**config.mk**
```make
export PLATFORM = sky130hd
export DESIGN_NAME = vga_escalonador_embarcacoes
export DESIGN_NICKNAME = d
export VERILOG_FILES = /design/src/rtl/vga_escalonador_embarcacoes_pkg.sv /design/src/rtl/vga_registro_sombra.sv /design/src/rtl/vga_escalonador_embarcacoes.sv
export SDC_FILE = /design/constraint.sdc
export NUM_CORES = 1
export LEC_CHECK = 0
export CELL_PAD_IN_SITES_DETAIL_PLACEMENT = 0
export CELL_PAD_IN_SITES_GLOBAL_PLACEMENT = 1
export CORE_MARGIN = 8
export CORE_UTILIZATION = 51
export CTS_BUF_LIST = sky130_fd_sc_hd__clkbuf_4 sky130_fd_sc_hd__clkbuf_8
export DETAILED_ROUTE_END_ITERATION = 10
export DONT_BUFFER_PORTS = 1
export PLACE_DENSITY = 0.8
export SLEW_MARGIN = 20
export SYNTH_ARGS = -nofsm -noshare
export SYNTH_HDL_FRONTEND = slang
export SYNTH_HIERARCHICAL = 1
export SYNTH_SLANG_ARGS = --single-unit
```
**constraint.sdc**
```tcl
create_clock -name clk -period 2.2 [get_ports clk]
set_input_delay 0 -clock clk [delete_from_list [all_inputs] [get_ports clk]]
set_output_delay 0 -clock clk [all_outputs]
set_load 0.03 [all_outputs]
```
**src/rtl/vga_escalonador_embarcacoes_pkg.sv**
```systemverilog
// vga_escalonador_embarcacoes_pkg: shared ship indices, widths and FSM encoding for the frame-synchronous position scheduler.
package vga_escalonador_embarcacoes_pkg;
  localparam int NUM_NAVIOS = 5;
  localparam int LARGURA_POS = 64;
  localparam int LARGURA_QUADRO = 6;
  localparam int SUBMARINO = 0;
  localparam int CRUZADOR = 1;
  localparam int HIDROAVIAO = 2;
  localparam int ENCOURACADO = 3;
  localparam int PORTA_AVIOES = 4;
  typedef enum logic [1:0] {OCIOSO = 2'd0, ESCRITA = 2'd1, COMMIT = 2'd2} estado_t;
endpackage

```
**src/rtl/vga_registro_sombra.sv**
```systemverilog
// vga_registro_sombra: one ship's shadow/active register pair; shadow loads on carregar, active takes it on commit if dirty.
module vga_registro_sombra
  import vga_escalonador_embarcacoes_pkg::*;
(
  input  logic                   clk,
  input  logic                   reset,
  input  logic                   carregar,
  input  logic                   commit,
  input  logic [LARGURA_POS-1:0] dado,
  input  logic                   vis,
  output logic [LARGURA_POS-1:0] ativo,
  output logic                   ativo_vis,
  output logic                   sujo
);
  logic [LARGURA_POS-1:0] sombra_q, sombra_d, ativo_q, ativo_d;
  logic sombra_vis_q, sombra_vis_d, ativo_vis_q, ativo_vis_d, sujo_q, sujo_d;
  always_comb begin
    sombra_d = carregar ? dado : sombra_q;
    sombra_vis_d = carregar ? vis : sombra_vis_q;
    ativo_d = (commit && sujo_q) ? sombra_q : ativo_q;
    ativo_vis_d = (commit && sujo_q) ? sombra_vis_q : ativo_vis_q;
    sujo_d = carregar ? 1'b1 : commit ? 1'b0 : sujo_q;
  end
  always_ff @(posedge clk) begin
    if (reset) begin
      sombra_q <= '0;
      sombra_vis_q <= 1'b0;
      ativo_q <= '0;
      ativo_vis_q <= 1'b0;
      sujo_q <= 1'b0;
    end else begin
      sombra_q <= sombra_d;
      sombra_vis_q <= sombra_vis_d;
      ativo_q <= ativo_d;
      ativo_vis_q <= ativo_vis_d;
      sujo_q <= sujo_d;
    end
  end
  assign ativo = ativo_q;
  assign ativo_vis = ativo_vis_q;
  assign sujo = sujo_q;
endmodule

```
**src/rtl/vga_escalonador_embarcacoes.sv**
```systemverilog
// vga_escalonador_embarcacoes: buffers ship position writes and commits them only on frame boundaries to avoid tearing.
module vga_escalonador_embarcacoes
  import vga_escalonador_embarcacoes_pkg::*;
(
  input  logic                              clk,
  input  logic                              reset,
  input  logic                              fim_quadro,
  input  logic                              wr_req,
  input  logic [2:0]                        wr_sel,
  input  logic [LARGURA_POS-1:0]            wr_dado,
  input  logic                              wr_visivel,
  output logic                              wr_ack,
  output logic                              wr_erro,
  output logic [NUM_NAVIOS*LARGURA_POS-1:0] pos_ativas,
  output logic [NUM_NAVIOS-1:0]             visivel,
  output logic                              pendente,
  output logic [LARGURA_QUADRO-1:0]         quadro_cnt
);
  estado_t estado_q, estado_d;
  logic ack_q, ack_d, erro_q, erro_d, pegajoso_q, pegajoso_d;
  logic [LARGURA_QUADRO-1:0] quadro_q, quadro_d;
  logic [NUM_NAVIOS-1:0] carregar, sujo;
  logic commit;
  always_ff @(posedge clk) begin
    if (reset) begin
      estado_q <= OCIOSO;
      ack_q <= 1'b0;
      erro_q <= 1'b0;
      pegajoso_q <= 1'b0;
      quadro_q <= '0;
    end else begin
      estado_q <= estado_d;
      ack_q <= ack_d;
      erro_q <= erro_d;
      pegajoso_q <= pegajoso_d;
      quadro_q <= quadro_d;
    end
  end
  // The request is still high during the ack cycle, so it is ignored there to keep one write per handshake.
  always_comb begin
    estado_d = OCIOSO;
    if (estado_q == OCIOSO)
      estado_d = (fim_quadro || pegajoso_q) ? COMMIT : (wr_req && !ack_q) ? ESCRITA : OCIOSO;
    else if (estado_q == COMMIT)
      estado_d = wr_req ? ESCRITA : OCIOSO;
  end
  always_comb begin
    commit = estado_q == COMMIT;
    ack_d = estado_q == ESCRITA;
    erro_d = ack_d && int'(wr_sel) >= NUM_NAVIOS;
    pegajoso_d = commit ? 1'b0 : (ack_d && fim_quadro) ? 1'b1 : pegajoso_q;
    quadro_d = commit ? quadro_q + LARGURA_QUADRO'(1) : quadro_q;
    for (int i = 0; i < NUM_NAVIOS; i++) carregar[i] = ack_d && wr_sel == 3'(i);
  end
  for (genvar g = 0; g < NUM_NAVIOS; g++) begin : g_navio
    vga_registro_sombra u_sombra (
      .clk(clk),
      .reset(reset),
      .carregar(carregar[g]),
      .commit(commit),
      .dado(wr_dado),
      .vis(wr_visivel),
      .ativo(pos_ativas[g*LARGURA_POS +: LARGURA_POS]),
      .ativo_vis(visivel[g]),
      .sujo(sujo[g])
    );
  end
  assign wr_ack = ack_q;
  assign wr_erro = erro_q;
  assign pendente = |sujo;
  assign quadro_cnt = quadro_q;
endmodule

```
==> results.txt <==
----------------------------------------------------
[Status]
  Result of the run ... complete, but fails checks
  Violations in the final reports ... negative hold slack

[Finish]
  Cell area after layout ... 32900 um2
  Layout overhead on the synthesized area ... 22.5%
  Number of nets in the final layout ... ~3000
  Most common library cell in the layout ignoring fill and taps ... sky130_fd_sc_hd__dfxtp_1
  Final core area utilization ... 0.629
  Most frequent cells in the layout ... sky130_fd_sc_hd__dfxtp_1, sky130_fd_sc_hd__dlygate4sd3_1, sky130_fd_sc_hd__nor2_1
  Share of cells above drive strength 1 ... 0.205

[Placement]
  Buffers added on ports ... 0
  Detailed-placement wirelength estimate ... approximately 43 mm
  Post-Place Worst Slack ... ~0.28 ns
  Instance area after placement ... between 20000 and 30000 um2
  Routability cong. ... 0.762

[Worst setup path]
  Path type of the worst setup path ... reg -> reg
  Largest fanout on the critical path ... 52
  Endpoint arrival time on the critical path ... around 2.8 ns
  Nature of the critical path startpoint ... register
  Worst setup EP type ... register
  Slack of the worst reg-to-reg path ... about 0.0085 ns
  Required time worst endpoint ... 2.77 ns

[Detailed routing]
  Vias after detailed routing ... 19900
  DRC Markers ... 0
  Aggregate routed wire length ... ~75 mm
  Wire length per cell ... slightly above 20 um
  TritonRoute pass-1 iters ... 5
  Final antenna-violating net count ... 0
  Initial DRC Count ... about 1100
  Drt via density ... about 5.5

[STA]
  Min Clock Period, post-route ... roughly 2.2 ns
  Slew at the pin with the worst max-slew slack ... 1.19 ns
  Number of endpoints failing setup at the final stage ... 0
  Worst hold margin ... -0.541 ns
  Worst relative slew slack ... 0.207
  Setup repair after global routing missed its margin ... true
  Final max-slew violation count ... 0
  Clock skew ... ~0.028 ns
  Min setup slack post-route ... approximately 0.0085 ns
  Fin. Hold Viols ... roughly 320
  Top achievable clock speed ... roughly 0.46 GHz
  Portion of the clock cycle consumed by the worst path in the final layout ... 0.996

[GRT]
  Global-route congestion overflow total ... 0
  Maximum number of pins on one net before global-route repair ... between 600 and 700
  Global-route wire length before repair ... between 100 and 150 mm
  Antenna violations before repair ... 3
  Vias in the first global route ... around 19000
  GRT Util Overall ... 0.230

[Die]
  FP Rows ... between 80 and 90
  Die boundary height ... 245 um
  Effective utilization at floorplan ... 0.513
  Io pins ... between 400 and 500
  Die width ... 245 um
  Die area ... ~60000 um2
  Core area ... approximately 52000 um2

[Synthesis]
  Top flip-flop cell by instance count after synthesis ... sky130_fd_sc_hd__dfxtp_1
  Proportion of register bits with asynchronous set or reset after synthesis ... 0
  Cell area after synthesis ... roughly 27000 um2
  FF+latch count, synth ... approximately 670
  Net count of the mapped netlist ... about 2700
  Synthesized netlist cell count ... between 2000 and 3000
  Count of synthesis-stage warnings from yosys ... 6
  Count of flip-flops with a built-in enable after synthesis ... 0
  Number of unique standard cell types used by synthesis ... 31
  Synthesized area per cell ... roughly 10 um2
  Seq/Total Area, Yosys ... 0.497

[Pwr]
  Power, Total ... approximately 25000 uW
  VDD IR-drop max ... between 0.4 and 0.5 mV
  Static power due to leakage ... ~0.012 uW
  Power density cells ... 750 nW/um2

[Clocking]
  Maximum buffer depth of the clock tree ... 3
  H-tree level count ... 3
  Register clock-pin slew on the reported worst setup and hold paths ... ~0.060 ns
  Sink Count ... ~670
  Clock latency at the later pin of the worst-skew pair ... about 0.70 ns
  Inserted Clock Buffers ... 110
  Root buffer selected by CTS ... sky130_fd_sc_hd__clkbuf_8
  CTS tree ... done

[Worst hold path]
  Worst Hold Class ... in -> reg

[Flow run]
  Max_cap viols ... 0

----------------------------------------------------
## path summary, 6_finish.rpt
path | start | end | cells past startpoint
max | estado_q[0] | g_navio[2].u_sombra/ativo[15] | 5
max reg2reg | estado_q[0] | g_navio[2].u_sombra/ativo[15] | 5
min | reset | g_navio[0].u_sombra/ativo[11] | 1
min reg2reg | g_navio[4].u_sombra/sombra_q[61] | g_navio[4].u_sombra/ativo[61] | 2
## final cells by class
type                    count  area [um2]
diodes                      4        10.0
clock buffers             187        2290
clock inverters            16         139
fillers                  4198       19400
inverters                   5        18.8
multi-input cells        1681       11800
flip-flops and latches    666       13400
well taps                 688         861
repair buffers            402        4410
## logic make-up after synthesis
group | synth area share
AOI/OAI and AO/OA | 0.201
xor gates and xnor gates | 0.000652
adders and majority gates | 0.000466
buffers and inverters | 0.0649
DFF | 0.497
muxes | 0.122
and+or+nand+nor | 0.114
## through the flow
step                std cells  TNS, ns
CTS                      3578        0
global placement         3084        0
global route             3648    -1.64
finish                   3649        0
detailed placement       3084        0
floorplan                2618        0
## critical path, stage by stage, from the launching register on
cell and delay [ns]:
sky130_fd_sc_hd__dfxtp_2 0.34, sky130_fd_sc_hd__and2b_4 0.33, sky130_fd_sc_hd__buf_4 0.48, sky130_fd_sc_hd__a21bo_2 0.23, sky130_fd_sc_hd__a21oi_1 0.08, sky130_fd_sc_hd__dlygate4sd3_1 0.60
## routing by layer
metal / share of wire / GRT usage
met5: 0 / 0
met4: 0.026 / 0.0847
met3: 0.082 / 0.0853
met2: 0.49 / 0.385
met1: 0.40 / 0.266
## what timing repair did
action	4_1_cts	5_1_grt
hold buffers	291	50
resized for setup	0	12
hold endpoints to repair	666	478
buffers inserted	0	11
setup endpoints to repair	0	196
## report_power, final
group          internal, uW  switching [uW]  total, uW
registers             12100            42.4      12200
logic                   298             580        878
clock network          6760            4890      11600
total                 19200            5510      24700
## synthesized netlist by cell type, types with 2 or more instances
| master | number | share of area |
|---|---|---|
| sky130_fd_sc_hd__dfxtp_1 | 666 | 0.50 |
| sky130_fd_sc_hd__nor2_1 | 334 | 0.047 |
| sky130_fd_sc_hd__mux2i_1 | 326 | 0.12 |
| sky130_fd_sc_hd__nand3_1 | 325 | 0.061 |
| sky130_fd_sc_hd__a21oi_1 | 209 | 0.039 |
| sky130_fd_sc_hd__a21bo_2 | 200 | 0.075 |
| sky130_fd_sc_hd__buf_2 | 160 | 0.030 |
| sky130_fd_sc_hd__a21bo_1 | 125 | 0.047 |
| sky130_fd_sc_hd__a21oi_2 | 125 | 0.041 |
| sky130_fd_sc_hd__buf_6 | 65 | 0.027 |
| sky130_fd_sc_hd__clkbuf_1 | 31 | 0.0043 |
| sky130_fd_sc_hd__buf_4 | 10 | 0.0028 |
| sky130_fd_sc_hd__nand2_1 | 7 | 0.00098 |
| sky130_fd_sc_hd__nand2b_1 | 6 | 0.0014 |
| sky130_fd_sc_hd__inv_1 | 5 | 0.00070 |
| sky130_fd_sc_hd__nor3_1 | 4 | 0.00075 |
| sky130_fd_sc_hd__o21ai_0 | 3 | 0.00056 |
| sky130_fd_sc_hd__or3_1 | 3 | 0.00070 |
| sky130_fd_sc_hd__and2b_1 | 2 | 0.00056 |
## flip-flops by register name, summed over array words and instances, names as in the netlist
name / flops
estado_q: 2
g_navio.u_sombra/ativo: 320
g_navio.u_sombra/ativo_vis: 5
g_navio.u_sombra/sombra_q: 320
g_navio.u_sombra/sombra_vis_q: 5
g_navio.u_sombra/sujo: 5
pegajoso_q: 1
quadro_cnt: 6
wr_ack: 1
wr_erro: 1
(Power assumes the default switching activity.)
